`config.mk`:
```
export PLATFORM = sky130hd
export DESIGN_NAME = rotary_entry_controller
export DESIGN_NICKNAME = d
export VERILOG_FILES = /design/src/rtl/rotary_pkg.sv /design/src/rtl/nibble_field_reg.sv /design/src/rtl/rotary_entry_controller.sv
export SDC_FILE = /design/constraint.sdc
export NUM_CORES = 1
export LEC_CHECK = 0
export CAP_MARGIN = 5
export CORE_MARGIN = 1
export CORE_UTILIZATION = 48
export CTS_BUF_LIST = sky130_fd_sc_hd__clkbuf_4
export CTS_CLUSTER_SIZE = 14
export DETAILED_ROUTE_END_ITERATION = 6
export MAX_ROUTING_LAYER = met4
export PLACE_DENSITY_LB_ADDON = 0.2
export SYNTH_ARGS = -nofsm -noshare
export SYNTH_HDL_FRONTEND = slang
export SYNTH_SLANG_ARGS = --single-unit
```
`constraint.sdc`:
```
create_clock -name clk -period 2 [get_ports clk]
set_input_delay 0.2 -clock clk [delete_from_list [all_inputs] [get_ports clk]]
set_output_delay 0.2 -clock clk [all_outputs]
set_load 0.03 [all_outputs]
```
`src/rtl/rotary_pkg.sv`:
```
// rtl/rotary_pkg.sv - shared types and nibble helper for the rotary hex-entry editor
package rotary_pkg;

  typedef enum logic [1:0] {S_ADDR, S_DATA, S_WRITE} state_t;

  localparam int NIBBLE_W = 4;

  // dir = 1 steps up, dir = 0 steps down; wraps within the nibble, never carries
  function automatic logic [NIBBLE_W-1:0] nibble_step(input logic [NIBBLE_W-1:0] value,
                                                       input logic                dir);
    return dir ? value + 4'd1 : value - 4'd1;
  endfunction

endpackage

```
`src/rtl/nibble_field_reg.sv`:
```
// rtl/nibble_field_reg.sv - W-bit register with nibble-indexed inc/dec and whole-word increment
module nibble_field_reg
  import rotary_pkg::*;
#(
  parameter int W = 8
) (
  input  logic         clk,
  input  logic         rst_n,
  input  logic         inc,
  input  logic         dec,
  input  logic [1:0]   sel,
  input  logic         bump,
  output logic [W-1:0] value
);

  localparam int NIBBLES = W / NIBBLE_W;

  always_ff @(posedge clk or negedge rst_n) begin
    if (!rst_n) begin
      value <= '0;
    end else if (bump) begin
      value <= value + {{(W-1){1'b0}}, 1'b1};
    end else if (inc ^ dec) begin
      for (int i = 0; i < NIBBLES; i++) begin
        if (sel == 2'(i))
          value[i*NIBBLE_W +: NIBBLE_W] <= nibble_step(value[i*NIBBLE_W +: NIBBLE_W], inc);
      end
    end
  end

endmodule

```
`src/rtl/rotary_entry_controller.sv`:
```
// rtl/rotary_entry_controller.sv - rotary-encoder-driven address/data hex entry with req/ack write handoff
// Optional ADDR_AUTOINC_EN: after each write, bump the address and resume at the data MSB nibble.
module rotary_entry_controller
  import rotary_pkg::*;
#(
  parameter int ADDR_W = 8,
  parameter int DATA_W = 8
) (
  input  logic              clk,
  input  logic              rst_n,
  input  logic              right,
  input  logic              left,
  input  logic              down,
  input  logic              wr_ack,
  output logic              wr_req,
  output logic [ADDR_W-1:0] wr_addr,
  output logic [DATA_W-1:0] wr_data,
  output logic              cursor_field,
  output logic [1:0]        cursor_digit,
  output logic              busy
);

  localparam logic [1:0] ADDR_MSB = 2'(ADDR_W / NIBBLE_W - 1);
  localparam logic [1:0] DATA_MSB = 2'(DATA_W / NIBBLE_W - 1);

  state_t state;

  // a press cancels any rotation in the same cycle; opposing rotations cancel each other
  logic rot_ok, edit_addr, edit_data, addr_bump;
  assign rot_ok    = (right ^ left) & ~down;
  assign edit_addr = rot_ok && (state == S_ADDR);
  assign edit_data = rot_ok && (state == S_DATA);

`ifdef ADDR_AUTOINC_EN
  assign addr_bump = (state == S_WRITE) && wr_ack;
`else
  assign addr_bump = 1'b0;
`endif

  nibble_field_reg #(.W(ADDR_W)) u_addr (
    .clk   (clk),
    .rst_n (rst_n),
    .inc   (edit_addr & right),
    .dec   (edit_addr & left),
    .sel   (cursor_digit),
    .bump  (addr_bump),
    .value (wr_addr)
  );

  nibble_field_reg #(.W(DATA_W)) u_data (
    .clk   (clk),
    .rst_n (rst_n),
    .inc   (edit_data & right),
    .dec   (edit_data & left),
    .sel   (cursor_digit),
    .bump  (1'b0),
    .value (wr_data)
  );

  always_ff @(posedge clk or negedge rst_n) begin
    if (!rst_n) begin
      state        <= S_ADDR;
      cursor_field <= 1'b0;
      cursor_digit <= ADDR_MSB;
      wr_req       <= 1'b0;
      busy         <= 1'b0;
    end else begin
      case (state)
        S_ADDR: begin
          if (down) begin
            if (cursor_digit != 2'd0) begin
              cursor_digit <= cursor_digit - 2'd1;
            end else begin
              state        <= S_DATA;
              cursor_field <= 1'b1;
              cursor_digit <= DATA_MSB;
            end
          end
        end
        S_DATA: begin
          if (down) begin
            if (cursor_digit != 2'd0) begin
              cursor_digit <= cursor_digit - 2'd1;
            end else begin
              state  <= S_WRITE;
              wr_req <= 1'b1;
              busy   <= 1'b1;
            end
          end
        end
        S_WRITE: begin
          if (wr_ack) begin
            wr_req <= 1'b0;
            busy   <= 1'b0;
`ifdef ADDR_AUTOINC_EN
            state        <= S_DATA;
            cursor_field <= 1'b1;
            cursor_digit <= DATA_MSB;
`else
            state        <= S_ADDR;
            cursor_field <= 1'b0;
            cursor_digit <= ADDR_MSB;
`endif
          end
        end
        default: begin
          state        <= S_ADDR;
          cursor_field <= 1'b0;
          cursor_digit <= ADDR_MSB;
          wr_req       <= 1'b0;
          busy         <= 1'b0;
        end
      endcase
    end
  end

endmodule

```
==> results.yml, run 1 <==
run_status:
  status: "completed"
floorplanning:
  die_area_um2: 2996
  core_um2: 2545
  dieWidth_um: 54.74
  fp.dieH_um: 54.74
  start_util: 0.5246
  boundaryPins: 27
  rows: 18
timing:
  max_clock_freq_mhz: 547.0
  min_period_over_period: 0.9140
  fin_skew_ps: 9.265
  slew_headroom: 0.7786
  hold_ws_ps: 215.3
  rsz0062_at_grt: "no"
  setup_tns_ps: 0
  worstMarginPinSlew_ps: 332.1
  setup_viol: 0
  period_needed_ps: 1828
  finalHoldViolations: 0
  finalMaxSlewViolations: 0
logic_synthesis:
  netlist_area_um2: 1335
  synth-seq-cells: 22
  synth_most_common_cell: "dfrtp_1"
  ys_types: 31
  yosys.area.top_type: "dfrtp_1"
  synth_area_leaders: "dfrtp_1, ha_1, xnor2_1, mux2_2, xor2_1"
  synth_top_area_frac: 0.3936
  async_flop_share: 1.000
  synth_edf_count: 0
  syn_area_per_cell_um2: 10.68
  synth_warnings: 0
  yosysSeqAreaShare: 0.4133
  synthesis.nets: 142
  synth-main-ff-cell: "dfrtp_1"
  synth_common_cells: "dfrtp_1, xnor2_1, ha_1, nand2_1, mux2_2"
  syn_inst: 125
pwr:
  power_switching_mw: 1.383
  intPower_mw: 1.701
  leakage_nw: 0.7575
  pwr-share-clk: 0.068
  switching_share: 0.4483
  p_total_mw: 3.084
  powerDensity_nw_per_um2: 1741
  pwr-share-seq: 0.298
  max-vdd-ir-drop_mv: 1.299
  pwr-share-comb: 0.634
worst_setup_path:
  startpoint: "left"
  crit_path_max_fanout: 4
  r2r-start: "state[0]"
  cp-start-kind: "input pin"
  crit_type: "in2reg"
  path_cells: "clkdlybuf4s50_1 -> nor3b_4 -> nand2_2 -> ha_1 -> o21a_1 -> o22ai_1 -> nand4_1 -> xnor2_1"
  critPathTopFamily: "simple AND/OR/NAND/NOR gates"
  critPathBufInv: 1
  cp.required_ps: 2230
  worst_path_largest_cell_delay_ps: 470
  crit_path_top_delay_cell: "clkdlybuf4s50_1"
  cp.arrival_ps: 2060
  endpoint_kind: "register"
clock_tree:
  clk_pin_slew_ps: 130
  cts.path.max_buffers: 2
  cts-root-buf: "clkbuf_4"
  clk-insertion-delay-late_ps: 310
  cts_made_buffers: 3
  cts.sinks: 22
  post_cts_buffers: 0
  cts_tree: "yes"
  htreeDepth: 1
final_layout:
  postLayoutCellArea_um2: 1772
  fill_cells: 206
  syn_to_final_growth_pct: 32.71
  final-seq-area_um2: 551.8
  nets: 186
  drive_gt1_frac: 0.2262
  multiInputGateArea_um2: 742.0
  n_antenna_cell: 0
route:
  drc_errors: 0
  viasPerCell: 5.182
  drt_iter0_drc: 16
  wl_per_cell_um: 13.46
  vias: 1026
  first_pass_iters: 4
  routed_wl_um: 2665
  final_antenna_net_count: 0
placed_design:
  place_congestion: 0.8110
  dp_hpwl_um: 2057
  dpl_cell_area_um2: 1737
  portBuffers: 26
grt:
  grt_pass1_wl_um: 4347
  grt_pass1_vias: 995
  grt_max_degree: 23
  antenna_found_initial: 0
  grt-ovfl-total: 0
  track_usage: 0.2133
flow_run:
  drv_cap: 0
worst_hold_path:
  hold_class: "in2async"
==> cells in the final DEF, fill, tap and decap left out, drive strengths merged <==
cell            n
nor2            5
clkinv          1
ha             11
o22ai           3
o2bb2ai         2
nor2b           1
a21oi           5
nand3b          1
clkdlybuf4s50  26
nand2b          1
a31oi           5
a21boi          2
nand2          11
xnor2          13
nor3b           3
nand4           4
mux2            9
inv             5
xor2            5
buf            18
o21ai           2
dfrtp          21
nand3           4
or3b            1
mux2i           1
o21a            4
clkbuf          3
dfstp           1
==> registers in the layout, summed over array words and instances, names as in the netlist <==
name / cells
cursor_field: 1
u_addr.value: 8
busy: 1
state: 2
u_data.value: 8
cursor_digit: 2
==> layer usage <==
layer	vias up	part of all wire	GRT usage
met3	4	0.021	0.03611
met5	-	0	-
met2	13	0.50	0.3313
met4	0	0.017	0.09829
li1	527	-	-
met1	482	0.46	0.2679
==> cell type report <==
type / instances / share of cell area
clock buffers: 3 / 0.01271
clock inverters: 1 / 0.002119
inverters: 5 / 0.01059
multi-input cells: 93 / 0.4188
flip-flops and latches: 22 / 0.3114
well taps: 30 / 0.02119
repair buffers: 44 / 0.2232
==> worst paths after layout <==
kind                                   end  slack (ps)  cells after the start
setup / recovery           u_data.value[3]         170                      8
hold / removal             u_addr.value[1]         220                      2
setup reg to reg           u_data.value[3]         200                      7
hold reg to reg            u_data.value[7]         480                      1
max in group asynchronous  cursor_digit[0]        1510                      2
min in group clk           u_data.value[7]         480                      1
==> worst register-to-register path: cells and delay by family (launching register included) <==
family | cells | cell delay (ps)
compound gates | 2 | 260
xor+xnor | 1 | 210
fa+ha+maj | 1 | 350
flops | 1 | 410
simple gates | 3 | 490
==> power by group through the flow <==
stage / sequential [mW] / combinational, mW / clock (mW)
final: 0.920 / 1.95 / 0.210
after global routing: 0.964 / 2.13 / 0.235
after CTS: 0.925 / 1.96 / 0.216
after detailed placement: 0.932 / 1.95 / 0
after global placement: 0.914 / 1.90 / 0
after floorplan: 1.27 / 0.898 / 0
==> through the flow <==
stage,setup WS (ps),util,cells
floorplan,72.33,-,125
global placement,-144.2,0.6824,194
detailed placement,-248.1,0.6824,194
CTS,68.90,0.6927,198
global route,43.13,0.6962,198
finish,172.0,0.6962,198
==> what timing repair did <==
item | in CTS | in global routing
resized for setup | 0 | 2
hold buffers | 0 | 0
endpoints found under the setup margin | 0 | 1
==> cell families (layout without fill, tap and decap cells) <==
family,after synthesis,in the layout,synth area share
compound gates,23,23,0.1218
xor+xnor,18,18,0.1181
fa+ha+maj,11,11,0.1031
buf+inv,10,53,0.03749
flops,22,22,0.4133
mux,10,10,0.08341
simple gates,31,31,0.1228
No activity file was read; power rests on OpenSTA's default activity.
==> run 2, diff against run 1 <==
CAP_MARGIN = 0   (was 5)
==> results of run 2 <==
Final layout, timing and power as in run 1 (identical DEF).
==> run 3, diff against run 2 <==
CORE_ASPECT_RATIO = 1.4   (was not set)
==> run 3 against run 2 <==
Effect of this change: hold slack better by 12 ps; count of clock-buffer cells in the layout unchanged; first-iteration DRC count decreased by 6.3%; largest cell class unchanged; core utilization down 2.2 points; clock skew fell by 0.91 ps; wire length shrank 0.30%; via count increased by 4.6%; setup slack worse by 21 ps.
==> results.yml, run 3 (synthesis results as in run 1) <==
run_status:
  status: "completed"
pwr:
  pwr-share-clk: 0.068
  pwr-share-comb: 0.634
  powerDensity_nw_per_um2: 1736
  p_total_mw: 3.093
  max-vdd-ir-drop_mv: 1.076
  power_switching_mw: 1.386
  leakage_nw: 0.7579
  switching_share: 0.4482
  intPower_mw: 1.706
  pwr-share-seq: 0.298
placed_design:
  dp_slack_ps: -241.8
  portBuffers: 26
  place_congestion: 0.8167
  dp_hpwl_um: 2002
clock_tree:
  post_cts_buffers: 0
  cts_hold_buf: 0
  cts.repair.resized: 0
  cts.sinks: 22
  cts-root-buf: "clkbuf_4"
  htreeDepth: 1
  clk-insertion-delay-late_ps: 310
  cts_made_buffers: 3
  cts.path.max_buffers: 2
  clk_pin_slew_ps: 130
  cts_tree: "yes"
route:
  wl_per_cell_um: 13.02
  drc_errors: 0
  final_antenna_net_count: 0
  drt_iter0_drc: 15
  routed_wl_um: 2657
  viasPerCell: 5.260
  vias: 1073
  first_pass_iters: 4
worst_setup_path:
  crit_type: "in2reg"
  crit_path_top_delay_cell: "clkdlybuf4s50_1"
  cp-start-kind: "input pin"
  critPathBufInv: 2
  crit_path_max_fanout: 4
  cp.arrival_ps: 2060
  cp.required_ps: 2210
  endpoint_kind: "register"
  critPathTopFamily: "buffers and inverters"
  path_cells: "clkdlybuf4s50_1 -> nor3b_4 -> nand2_2 -> ha_1 -> buf_4 -> xnor2_1 -> mux2_2"
  worst_path_largest_cell_delay_ps: 500
grt:
  grt_pass1_vias: 1048
  grt_pass1_wl_um: 4478
  track_usage: 0.2095
  antenna_found_initial: 0
  grt_max_degree: 23
  grt-ovfl-total: 0
timing:
  slew_headroom: 0.7784
  setup_ws_ps: 151.2
  setup_viol: 0
  hold_ws_ps: 226.8
  period_needed_ps: 1849
  min_period_over_period: 0.9244
  finalMaxSlewViolations: 0
  fin_skew_ps: 8.357
  setup_tns_ps: 0
  worstMarginPinSlew_ps: 332.5
  max_clock_freq_mhz: 540.9
  finalHoldViolations: 0
floorplanning:
  start_util: 0.5052
  core_um2: 2643
  fp.dieH_um: 64.40
  dieWidth_um: 46.57
  rows: 22
  boundaryPins: 27
  die_area_um2: 2999
final_layout:
  nets: 186
  mostFrequentLayoutCells: "clkdlybuf4s50_1, dfrtp_1, buf_4, xnor2_1, ha_1"
  final_common_cell: "clkdlybuf4s50_1"
  fill_cells: 232
  drive_gt1_frac: 0.2321
  final-seq-area_um2: 551.8
  n_antenna_cell: 0
  syn_to_final_growth_pct: 33.46
  post-route-util: 0.6742
  reg_top3: "u_addr.value (8), u_data.value (8)"
  multiInputGateArea_um2: 744.5
worst_hold_path:
  hold_class: "in2async"
flow_run:
  drv_cap: 0
[run 3: changes by cell type in the layout (fill, tap and decap cells not counted)]
cell and change:
nand2_1 -1, nand2_2 +1
[run 3: cell type report]
| class | count | area share |
|---|---|---|
| clock buffers | 3 | 0.01264 |
| clock inverters | 1 | 0.002107 |
| repair buffers | 44 | 0.2219 |
| multi-input cells | 93 | 0.4178 |
| flip-flops and latches | 22 | 0.3097 |
| inverters | 5 | 0.01053 |
| well taps | 36 | 0.02528 |
[run 3: metal layers]
layer / vias to the layer above / global-route usage / part of all wire
met5: - / - / 0
li1: 524 / - / -
met4: 0 / 0.08824 / 0.015
met3: 4 / 0.01695 / 0.026
met2: 23 / 0.3628 / 0.52
met1: 522 / 0.2326 / 0.43
[run 3: worst paths after layout]
path / from / to / slack [ps] / depth (start not counted)
setup / recovery: left / u_data.value[6] / 150 / 7
hold / removal: rst_n / cursor_digit[1] / 230 / 2
setup reg to reg: state[0] / u_data.value[6] / 200 / 6
hold reg to reg: u_addr.value[3] / u_addr.value[3] / 480 / 1
max in group asynchronous: rst_n / cursor_digit[0] / 1500 / 2
min in group clk: u_addr.value[3] / u_addr.value[3] / 480 / 1
[run 3: stage by stage]
step	std cells	instance area [um2]
floorplan	125	1335
global placement	200	1744
detailed placement	200	1744
CTS	204	1770
global route	204	1782
finish	204	1782
[run 3: power groups by stage]
stage / Clock, mW / Sequential (mW) / Combinational, mW
floorplan: 0 / 1.27 / 0.898
global placement: 0 / 0.917 / 1.91
detailed placement: 0 / 0.930 / 1.96
CTS: 0.221 / 0.924 / 1.97
global route: 0.237 / 0.957 / 2.14
finish: 0.211 / 0.921 / 1.96
